==> config.mk <==
export PLATFORM = sky130hd
export DESIGN_NAME = sub32_pipe
export DESIGN_NICKNAME = d
export VERILOG_FILES = /design/src/rtl/sub32_pipe_pkg.sv /design/src/rtl/sub32_pipe_sub_half.sv /design/src/rtl/sub32_pipe.sv
export SDC_FILE = /design/constraint.sdc
export NUM_CORES = 1
export LEC_CHECK = 0
export ABC_AREA = 0
export BUFFER_PORTS_ARGS = -buffer_cell sky130_fd_sc_hd__buf_2
export CORE_ASPECT_RATIO = 2
export CORE_MARGIN = 3
export CORE_UTILIZATION = 45
export DETAILED_ROUTE_END_ITERATION = 16
export GPL_TIMING_DRIVEN = 0
export PLACE_DENSITY = 0.78
export SLEW_MARGIN = 0
export SYNTH_ARGS = -nofsm -noshare
export SYNTH_HDL_FRONTEND = slang
export SYNTH_SLANG_ARGS = --single-unit
==> constraint.sdc <==
create_clock -name clk -period 5.15 [get_ports clk]
set_clock_uncertainty 0.2 [all_clocks]
set_input_delay 1.03 -clock clk [delete_from_list [all_inputs] [get_ports clk]]
set_output_delay 1.03 -clock clk [all_outputs]
set_load 0.01 [all_outputs]
==> src/rtl/sub32_pipe_pkg.sv <==
// sub32_pipe_pkg: shared ALU constants (EFLAGS bit positions, default width)
package sub32_pipe_pkg;
  localparam int WIDTH_DEF = 32;
  localparam int CF_BIT = 0;
  localparam int PF_BIT = 2;
  localparam int AF_BIT = 4;
  localparam int ZF_BIT = 6;
  localparam int SF_BIT = 7;
  localparam int OF_BIT = 11;
endpackage

==> src/rtl/sub32_pipe_sub_half.sv <==
// sub_half: W-bit subtract slice with borrow in/out and zero indicator
module sub_half #(
  parameter int W = 16
) (
  input  logic [W-1:0] a_i,
  input  logic [W-1:0] b_i,
  input  logic         bin_i,
  output logic [W-1:0] d_o,
  output logic         bout_o,
  output logic         zero_o
);
  assign {bout_o, d_o} = {1'b0, a_i} - {1'b0, b_i} - {{W{1'b0}}, bin_i};
  assign zero_o = d_o == '0;
endmodule

==> src/rtl/sub32_pipe.sv <==
// sub32_pipe: two-stage pipelined subtractor with x86 flags, stall and flush
module sub32_pipe
  import sub32_pipe_pkg::*;
#(
  parameter int WIDTH = WIDTH_DEF
) (
  input  logic             clk,
  input  logic             reset_n,
  input  logic             valid_in,
  input  logic [WIDTH-1:0] a,
  input  logic [WIDTH-1:0] b,
  input  logic             use_borrow,
  input  logic             borrow_in,
  input  logic             stall,
  input  logic             flush,
  output logic             valid_out,
  output logic [WIDTH-1:0] diff,
  output logic             cf,
  output logic             zf,
  output logic             sf,
  output logic             of,
  output logic             af,
  output logic             pf
);
  localparam int H = WIDTH / 2;
  logic         bin;
  logic [H-1:0] dlo_d, dlo_q, dhi_d, ahi_q, bhi_q;
  logic         blo_d, blo_q, zlo_d, zlo_q, af_d, af1_q, pf_d, pf1_q;
  logic         bhi_d, zhi_d, of_d;
  logic [4:0]   nib;
  logic         v1_q, v2_q, en1, en2;
  logic [WIDTH-1:0] diff_q;
  logic         cf_q, zf_q, sf_q, of_q, af_q, pf_q;
  assign bin = use_borrow & borrow_in;
  sub_half #(.W(H)) u_lo (
    .a_i(a[H-1:0]), .b_i(b[H-1:0]), .bin_i(bin),
    .d_o(dlo_d), .bout_o(blo_d), .zero_o(zlo_d)
  );
  assign nib  = {1'b0, a[3:0]} - {1'b0, b[3:0]} - {4'b0, bin};
  assign af_d = nib[4];
  assign pf_d = ~^dlo_d[7:0];
  sub_half #(.W(H)) u_hi (
    .a_i(ahi_q), .b_i(bhi_q), .bin_i(blo_q),
    .d_o(dhi_d), .bout_o(bhi_d), .zero_o(zhi_d)
  );
  assign of_d = (ahi_q[H-1] != bhi_q[H-1]) && (dhi_d[H-1] != ahi_q[H-1]);
  assign en1 = !stall && valid_in;
  assign en2 = !stall && v1_q;
  always_ff @(posedge clk) begin
    if (!reset_n) begin
      v1_q   <= 1'b0;
      v2_q   <= 1'b0;
      dlo_q  <= '0;
      blo_q  <= 1'b0;
      zlo_q  <= 1'b0;
      af1_q  <= 1'b0;
      pf1_q  <= 1'b0;
      ahi_q  <= '0;
      bhi_q  <= '0;
      diff_q <= '0;
      cf_q   <= 1'b0;
      zf_q   <= 1'b0;
      sf_q   <= 1'b0;
      of_q   <= 1'b0;
      af_q   <= 1'b0;
      pf_q   <= 1'b0;
    end else begin
      v1_q <= !flush && (stall ? v1_q : valid_in);
      v2_q <= !flush && (stall ? v2_q : v1_q);
      if (en1) begin
        dlo_q <= dlo_d;
        blo_q <= blo_d;
        zlo_q <= zlo_d;
        af1_q <= af_d;
        pf1_q <= pf_d;
        ahi_q <= a[WIDTH-1:H];
        bhi_q <= b[WIDTH-1:H];
      end
      if (en2) begin
        diff_q <= {dhi_d, dlo_q};
        cf_q   <= bhi_d;
        zf_q   <= zlo_q && zhi_d;
        sf_q   <= dhi_d[H-1];
        of_q   <= of_d;
        af_q   <= af1_q;
        pf_q   <= pf1_q;
      end
    end
  end
  assign valid_out = v2_q;
  assign diff      = diff_q;
  assign cf        = cf_q;
  assign zf        = zf_q;
  assign sf        = sf_q;
  assign of        = of_q;
  assign af        = af_q;
  assign pf        = pf_q;
endmodule

==> key figures, run 1 <==
Outcome
  – Status: completed

Power
  – Internal: between 0.001 and 0.0015 W
  – Power per cell area: 304 nW/um^2
  – Design Power: 0.00200 W
  – Part of the power in registers: 37.6%
  – Sw frac: 33.4%
  – Maximum vdd drop: 0.260 mV
  – Combinational power share: slightly above 30%
  – Clk pwr share: between 30% and 40%
  – Reported net switching power: roughly 0.00067 W
  – Leak pwr: approximately 3 nW

Placed design
  – GPL Wtd Cong: between 0.9 and 1
  – Port bufs: 108
  – Placed cell count: a little under 1k
  – HPWL Detailed: ~12000 um

Clock network
  – Clk buf depth: 2
  – # resized after CTS: 0
  – CTS Buf Count: 9
  – H-tree depth: 3
  – Post-CTS setup repair buffer count: 0
  – CTS sink cnt: 91
  – Later-pin clock latency in the skew report: 360 ps
  – Worst-path clk slew: ~80 ps
  – CTS tree: done
  – Hold-fix buffers, CTS: 0
  – Root cell of the clock tree: clkbuf_16

Setup path
  – R2r setup slk: 1880 ps
  – Worst Path Required: roughly 5200 ps
  – Critical Path Start Type: input pin
  – Crit path buffers/inverters: 1
  – Data arrival time of the critical path: roughly 4500 ps
  – Crit path capture type: flop
  – Worst path top cell family by delay: compound AO/OA/AOI/OAI gates
  – WS Path Type: input pin to flop
  – Critical path's slowest cell: a2111oi_1
  – Worst path most repeated cell: fa_1
  – Crit path cell chain: buf_2 -> fa_1 -> fa_1 -> nand2b_1 -> a21oi_2 -> o21ai_1 -> a21oi_1 -> xnor2_1 -> ha_1 -> nand4_1 -> or3_1 -> a2111oi_1 -> nand4b_1 -> o31ai_2
  – Max incr delay on CP: around 480 ps
  – Crit Path Max Fanout: 4

Yosys
  – Post-synth net total: between 800 and 900
  – Post-synth top area share: about a third
  – Yosys reg bits: ~90
  – Ys Warns: 0
  – Number of synthesized flops with an enable pin: 0
  – Commonest cells in the netlist: 139 x nand2_1, 102 x inv_1, 94 x a21oi_1
  – Cells after synthesis: 727
  – Yosys top cell by area: dfxtp_1
  – Post-synth ARST share: 0%
  – Mean area per synthesized cell: approximately 7.7 um^2
  – Top cells by area in the synthesized netlist: dfxtp_1 33%, ha_1 14%, nand2_1 9.4%
  – Register area share after synthesis: 32.7%
  – Cell area after synthesis: between 5000 and 6000 um^2
  – Ys flop type: dfxtp_1
  – Most common cell in the synthesized netlist: nand2_1
  – Yosys cell types: 54

Drt
  – Post-Route WL: around 15000 um
  – Via density: 5.19
  – Post-route ant nets: 0
  – DRT Pass-1 Iters: 6
  – Via Count: 5169
  – Residual DRC: 0
  – DR WL/cell: between 10 and 15 um
  – DRT iter0 DRCs: 133

Global routing
  – First-pass GRT wire length: between 20000 and 25000 um
  – Met1 Track Usage GR: between 10% and 20%
  – Initial antenna violation count: 0
  – Met3 usage: ~3%
  – M2 GR Usage: 43.0%
  – Global route hottest layer: met2
  – Largest net degree at the start of global routing: 19
  – Vias in the first global route: 5118
  – GRT overflow: 0
  – All-Layer GR Usage: roughly a fifth

STA
  – Pins Over Slew Limit: 0
  – Total negative slack: 0 ps
  – RSZ-0062 raised after global routing: false
  – Count of endpoints failing setup in the final report: 0
  – Tcrit/Tclk final: ~86%
  – Slew @ Worst Pin: around 660 ps
  – Min Tclk post-route: 4410 ps
  – Slew margin rel.: a little under three fifths
  – Final hold violations: 0
  – Fmax: 227 MHz

Layout
  – Nets@finish: about 990
  – Fill count: ~1.2k
  – Layout cells sized above 1: 16.3%
  – Fin cells: roughly 1000
  – Multi-input gate area: 3240 um^2
  – Ant diodes: 0
  – Layout area overhead: 18.2%
  – Register Area: ~1800 um^2
  – Fin util: between 50% and 60%

Die
  – Die area: between 10000 and 15000 um^2
  – Io pins: 110
  – Initial core utilization: between 40 and 50%
  – Row count: 56
  – Core Footprint: around 12000 um^2
  – Die W: 84.7 um
  – Die height: between 150 and 200 um

Run
  – Max-cap violations: 0

Hold path
  – HP Class: flop to flop
power by group through the flow:
stage | Clock [W] | Combinational, W | Sequential (W)
2_1_floorplan | 0 | 0.000456 | 0.000767
6_report | 0.000645 | 0.000605 | 0.000752
5_1_grt | 0.000677 | 0.000685 | 0.000755
3_5_place_dp | 0 | 0.000602 | 0.000769
4_1_cts | 0.000652 | 0.000606 | 0.000752
3_3_place_gp | 0 | 0.000590 | 0.000767
layer usage:
metal	vias up	part of all wire [%]
met3	41	3.9
met4	0	5.1
met5	-	0
met2	123	57
li1	2637	-
met1	2368	34
flip-flops by register name, summed over array words and instances (netlist names), 16 cells and up:
signal and flops:
diff 32, ahi_q 16, bhi_q 16, dlo_q 16
layout by cell type, fill, tap and decap left out, drive strengths merged, types with 5 or more instances in the layout:
cell type	Yosys	routed
a211oi	13	13
a21o	7	7
a21oi	98	98
and2	5	5
buf	4	112
clkbuf	29	38
dfxtp	91	91
ha	64	64
inv	102	106
nand2	139	139
nand2b	6	6
nand3	11	11
nand4	6	6
nor2	39	39
nor2b	5	5
nor3	7	7
o21ai	16	16
or3	5	5
xnor2	20	20
xor2	11	11
per-stage QoR:
stage / hold WS, ps / setup WS [ps] / area, um^2
after detailed placement: 244 / 390 / 6300
after global routing: 266 / 524 / 6590
final: 253 / 743 / 6590
after global placement: 239 / 399 / 6300
after CTS: 254 / 738 / 6590
after floorplan: 232 / 957 / 5580
path summary, 6_finish.rpt:
check            from  cells after the start       end
max              a[0]                     14     zlo_q
min          diff[15]                      2  diff[15]
max reg2reg  bhi_q[0]                     12        zf
min reg2reg  diff[15]                      2  diff[15]
worst min-delay path, stage by stage (launching register included):
cell and delay, ps:
dfxtp_1 310, nand2_1 50, a21oi_1 50
final cells by class:
cell class	count	area share, %
Sequential cell	91	27.6
Clock buffer	9	3.42
Inverter	102	5.81
Tap cell	145	2.75
Multi-Input combinational cell	501	49.2
Buffer	33	1.94
Timing Repair Buffer	108	8.20
Clock inverter	7	0.987
cells by family after synthesis:
family / count (synthesis) / synth area share [%]
and+or+nand+nor: 237 / 18.9
AOI/OAI and AO/OA: 163 / 18.2
buffers and inverters: 135 / 9.15
DFF: 91 / 32.7
adders and majority gates: 68 / 15.8
xor gates and xnor gates: 31 / 4.87
muxes: 2 / 0.359
Note: power is estimated with default switching activity, not from simulation.
==> run 2: changes to the inputs <==
- CORE_UTILIZATION: 45 -> 30
- PLACE_DENSITY: 0.78 -> not set
==> key figures, run 2 (synthesis results as in run 1) <==
Outcome
  – Status: completed

Layout
  – Finished Cell Area: 6680 um^2
  – Max reg flops: 32
  – Commonest non-fill, non-tap cells in the layout: 139 x nand2_1, 108 x buf_2, 102 x inv_1
  – Nets@finish: a little under 1k
  – Fin cells: between 1k and 1.5k
  – Layout area overhead: 19.7%
  – Fin util: a little under two fifths
  – Layout cells sized above 1: between 15 and 20%
  – Commonest non-fill, non-tap cell in the layout: nand2_1

Setup path
  – Crit path capture type: flop
  – Data arrival time of the critical path: 4500 ps
  – WS Path Type: input pin to flop
  – Crit path cell chain: buf_2 -> fa_1 -> ha_1 -> nand2b_1 -> a21oi_1 -> o211ai_1 -> a21o_1 -> a21oi_1 -> xor2_1 -> ha_1 -> nand4_1 -> or3_1 -> a2111oi_1 -> nand4b_1 -> o31ai_2
  – Worst path top cell family by delay: compound AO/OA/AOI/OAI gates
  – Critical Path Start Type: input pin
  – Crit Path Max Fanout: 4
  – Critical path's slowest cell: fa_1
  – Worst Path Required: 5220 ps
  – Max incr delay on CP: approximately 470 ps
  – Crit path buffers/inverters: 1

Die
  – Initial core utilization: 30.9%
  – Io pins: 110
  – Die height: between 150 and 200 um
  – Die W: approximately 100 um
  – Core Footprint: about 18000 um^2
  – Die area: just over 20000 um^2
  – Row count: a little under 70

Placed design
  – HPWL Detailed: 12800 um
  – Setup WS pre-CTS: 276 ps
  – Port bufs: 108
  – Placed cell count: around 1.0k
  – Cell Area, Placed: 6380 um^2
  – GPL Wtd Cong: between 0.8 and 0.9

Global routing
  – Initial antenna violation count: 1
  – Largest net degree at the start of global routing: 16
  – Vias in the first global route: about 5.0k
  – GRT overflow: 0
  – All-Layer GR Usage: around 16%
  – First-pass GRT wire length: 24400 um

Drt
  – DR WL/cell: 14.6 um
  – Via density: around 4.7
  – Via Count: 5053
  – Post-Route WL: approximately 16000 um
  – DRT iter0 DRCs: roughly 130
  – Residual DRC: 0
  – Post-route ant nets: 0
  – DRT Pass-1 Iters: 6

Clock network
  – CTS sink cnt: a little over 90
  – # resized after CTS: 0
  – CTS Buf Count: 9
  – Worst-path clk slew: ~70 ps
  – Clk buf depth: 2
  – H-tree depth: 3
  – Post-CTS setup repair buffer count: 0
  – Root cell of the clock tree: clkbuf_16
  – CTS tree: done
  – Later-pin clock latency in the skew report: between 300 and 400 ps
  – Hold-fix buffers, CTS: 0

Power
  – Power per cell area: 300 nW/um^2
  – Leak pwr: a little over 3 nW
  – Maximum vdd drop: ~0.17 mV

STA
  – Slack of the critical path: around 720 ps
  – Final hold violations: 0
  – Fmax: between 200 and 250 MHz
  – Tcrit/Tclk final: roughly 86%
  – Count of endpoints failing setup in the final report: 0
  – Total negative slack: 0 ps
  – Slew margin rel.: a little under three fifths
  – RSZ-0062 raised after global routing: false
  – Min Tclk post-route: ~4400 ps
  – Slew @ Worst Pin: between 600 and 700 ps
  – Pins Over Slew Limit: 0

Hold path
  – HP Class: flop to flop

Run
  – Max-cap violations: 0
==> run 2: layout make-up <==
type | count | area (um^2)
Antenna cell | 1 | 2.50
Buffer | 33 | 128
Clock buffer | 12 | 256
Clock inverter | 4 | 32.5
Fill cell | 1951 | 11400
Inverter | 102 | 383
Multi-Input combinational cell | 501 | 3240
Sequential cell | 91 | 1820
Tap cell | 213 | 267
Timing Repair Buffer | 108 | 541
==> run 2: per-layer routing <==
layer | GRT usage (%) | vias up | part of all wire, %
li1 | - | 2642 | -
met1 | 14.8 | 2278 | 36
met2 | 31.4 | 106 | 57
met3 | 1.90 | 27 | 4.0
met4 | 8.32 | 0 | 3.1
met5 | 0 | - | 0
==> run 2: path summary, 6_finish.rpt <==
kind	from	to	slack, ps	cells after the start
hold reg to reg	pf	pf	250	2
setup reg to reg	ahi_q[0]	of	2140	10
hold / removal	pf	pf	250	2
setup / recovery	a[0]	zlo_q	720	15
==> run 2: report_power, final <==
part | switching, W | internal, W
logic | 0.000345 | 0.000257
registers | 0.0000169 | 0.000736
clock network | 0.000288 | 0.000357
total | 0.000650 | 0.00135
==> run 2: worst register-to-register path, cell delays in order (launching register included) <==
cell and delay [ps]:
dfxtp_1 350, fa_1 460, ha_1 290, o21ai_1 100, a211oi_4 350, a211oi_2 170, or4_4 550, nand3_2 110
xnor2_1 110, nand3_1 90, a21oi_1 160
==> run 2: stage by stage <==
stage	hold slack (ps)	power, W
2_1_floorplan	232	0.00122
3_3_place_gp	240	0.00137
3_5_place_dp	246	0.00138
4_1_cts	254	0.00202
5_1_grt	270	0.00212
6_report	254	0.00200
==> run 3: changes to the inputs <==
- CORE_UTILIZATION: 30 -> 56
- PLACE_DENSITY: not set -> 0.81
==> key figures, run 3 (synthesis results as in run 1) <==
Outcome
  – Status: completed

Layout
  – Multi-input gate area: between 3000 and 4000 um^2
  – Layout area overhead: 18.4%
  – Ant diodes: 0
  – Commonest non-fill, non-tap cells in the layout: 139 x nand2_1, 108 x buf_2, 102 x inv_1
  – Commonest non-fill, non-tap cell in the layout: nand2_1
  – Nets@finish: about 990
  – Layout cells sized above 1: roughly 16%
  – Fill count: approximately 830
  – Max reg flops: 32
  – Register Area: 1820 um^2

STA
  – Total negative slack: 0 ps
  – Tcrit/Tclk final: approximately 86%
  – Fmax: about 220 MHz
  – Slew margin rel.: 57.0%
  – Final hold violations: 0
  – Min Tclk post-route: 4450 ps
  – Count of endpoints failing setup in the final report: 0
  – RSZ-0062 raised after global routing: false
  – Pins Over Slew Limit: 0
  – Slew @ Worst Pin: 645 ps
  – Hold_ws: ~250 ps

Clock network
  – Clk buf depth: 2
  – Root cell of the clock tree: clkbuf_16
  – Hold-fix buffers, CTS: 0
  – Post-CTS setup repair buffer count: 0
  – Later-pin clock latency in the skew report: around 340 ps
  – Worst-path clk slew: 60 ps
  – # resized after CTS: 0
  – H-tree depth: 3
  – CTS Buf Count: 9
  – CTS sink cnt: around 90
  – CTS tree: done

Drt
  – DRT Pass-1 Iters: 5
  – DR WL/cell: between 15 and 20 um
  – Via Count: 5293
  – Residual DRC: 0
  – Post-Route WL: 14800 um
  – Via density: between 5 and 6
  – DRT iter0 DRCs: 200
  – Post-route ant nets: 0

Placed design
  – Port bufs: about 110
  – GPL Wtd Cong: approximately 0.96
  – HPWL Detailed: ~12000 um

Setup path
  – Data arrival time of the critical path: roughly 4500 ps
  – RR Startpoint: bhi_q[0]
  – R2R depth: 12
  – Worst Path Required: around 5200 ps
  – Crit path capture type: flop
  – Crit path cell chain: buf_2 -> fa_1 -> ha_1 -> nand2b_1 -> a21oi_1 -> o211ai_1 -> a21o_1 -> a21oi_1 -> xor2_1 -> ha_1 -> nand4_1 -> or3_1 -> a2111oi_1 -> nand4b_1 -> o31ai_2
  – WS Path Type: input pin to flop
  – Reg2reg end: zf
  – Critical Path Start Type: input pin
  – Max incr delay on CP: 500 ps
  – Crit Path Max Fanout: 4
  – R2r setup slk: ~1900 ps
  – Critical path's slowest cell: a2111oi_1

Global routing
  – GRT overflow: 0
  – Largest net degree at the start of global routing: 17
  – All-Layer GR Usage: 27.3%
  – Initial antenna violation count: 0
  – Vias in the first global route: 5398
  – First-pass GRT wire length: roughly 25000 um

Die
  – Row count: 50
  – Core Footprint: around 9500 um^2
  – Io pins: 110
  – Die area: between 10000 and 15000 um^2
  – Die height: approximately 150 um
  – Die W: about 77 um
  – Initial core utilization: just under 60%

Hold path
  – End of the worst hold path: zf
  – Worst Hold Depth: 2
  – Min-delay src: zf
  – HP Class: flop to flop

Power
  – Combinational power share: between 20% and 30%
  – Clk pwr share: 34.3%
  – Power per cell area: ~320 nW/um^2
  – Part of the power in registers: a little over a third
  – Maximum vdd drop: about 0.19 mV
  – Reported net switching power: 0.000655 W
  – Sw frac: a little under a third
  – Internal: approximately 0.0014 W
  – Leak pwr: ~3.0 nW

Run
  – Max-cap violations: 0
[run 3: changes by cell type in the layout (fill, tap and decap cells not counted), sizes merged]
cell / change
clkinv: -1
diode: -1
inv: +2
bufinv: +2
clkinvlp: -1
clkbuf: -2
[run 3: power by group through the flow]
stage	combinational (W)	clock (W)	sequential, W
after floorplan	0.000456	0	0.000767
after detailed placement	0.000606	0	0.000769
final	0.000614	0.000713	0.000753
after CTS	0.000612	0.000716	0.000753
after global routing	0.000685	0.000741	0.000757
after global placement	0.000585	0	0.000767
[run 3: area by class of cell]
| type | instances | area share [%] |
|---|---|---|
| well taps | 130 | 2.46 |
| inverters | 102 | 5.80 |
| multi-input cells | 501 | 49.1 |
| repair buffers | 108 | 8.19 |
| flip-flops and latches | 91 | 27.6 |
| clock inverters | 6 | 1.42 |
| clock buffers | 10 | 3.47 |
| plain buffers | 33 | 1.93 |
[run 3: worst max-delay path: cells and delay by family]
family	cells	cell delay (ps)
AND/OR/NAND/NOR	4	770
XOR/XNOR	1	250
adder cells (fa/ha/maj)	3	870
AO/OA/AOI/OAI	6	1490
buffers and inverters	1	110
[run 3: through the flow]
stage               setup slack [ps]  area (um^2)  power (W)  utilization [%]  cells
global placement                 350         6280    0.00135             66.0    965
finish                           697         6600    0.00208             69.4    981
detailed placement               351         6280    0.00137             66.0    965
floorplan                        957         5580    0.00122                -    727
global route                     418         6600    0.00218             69.4    981
CTS                              696         6600    0.00208             69.4    981
[run 3: worst max path at each step]
stage                     start    end  slack (ps)  depth (start not counted)
after detailed placement   a[0]  zlo_q         350                         15
after global routing       a[0]  zlo_q         420                         15
after CTS                  a[0]  zlo_q         700                         15
final                      a[0]  zlo_q         700                         15
after floorplan            b[0]  zlo_q         960                         14
after global placement     a[0]  zlo_q         350                         15
[run 3: metal layers]
metal	up-vias	wire, um	GRT usage (%)
met5	-	0	0
met4	0	788	16.7
met3	49	628	3.25
met2	173	8610	55.7
met1	2434	4820	24.3
li1	2637	-	-
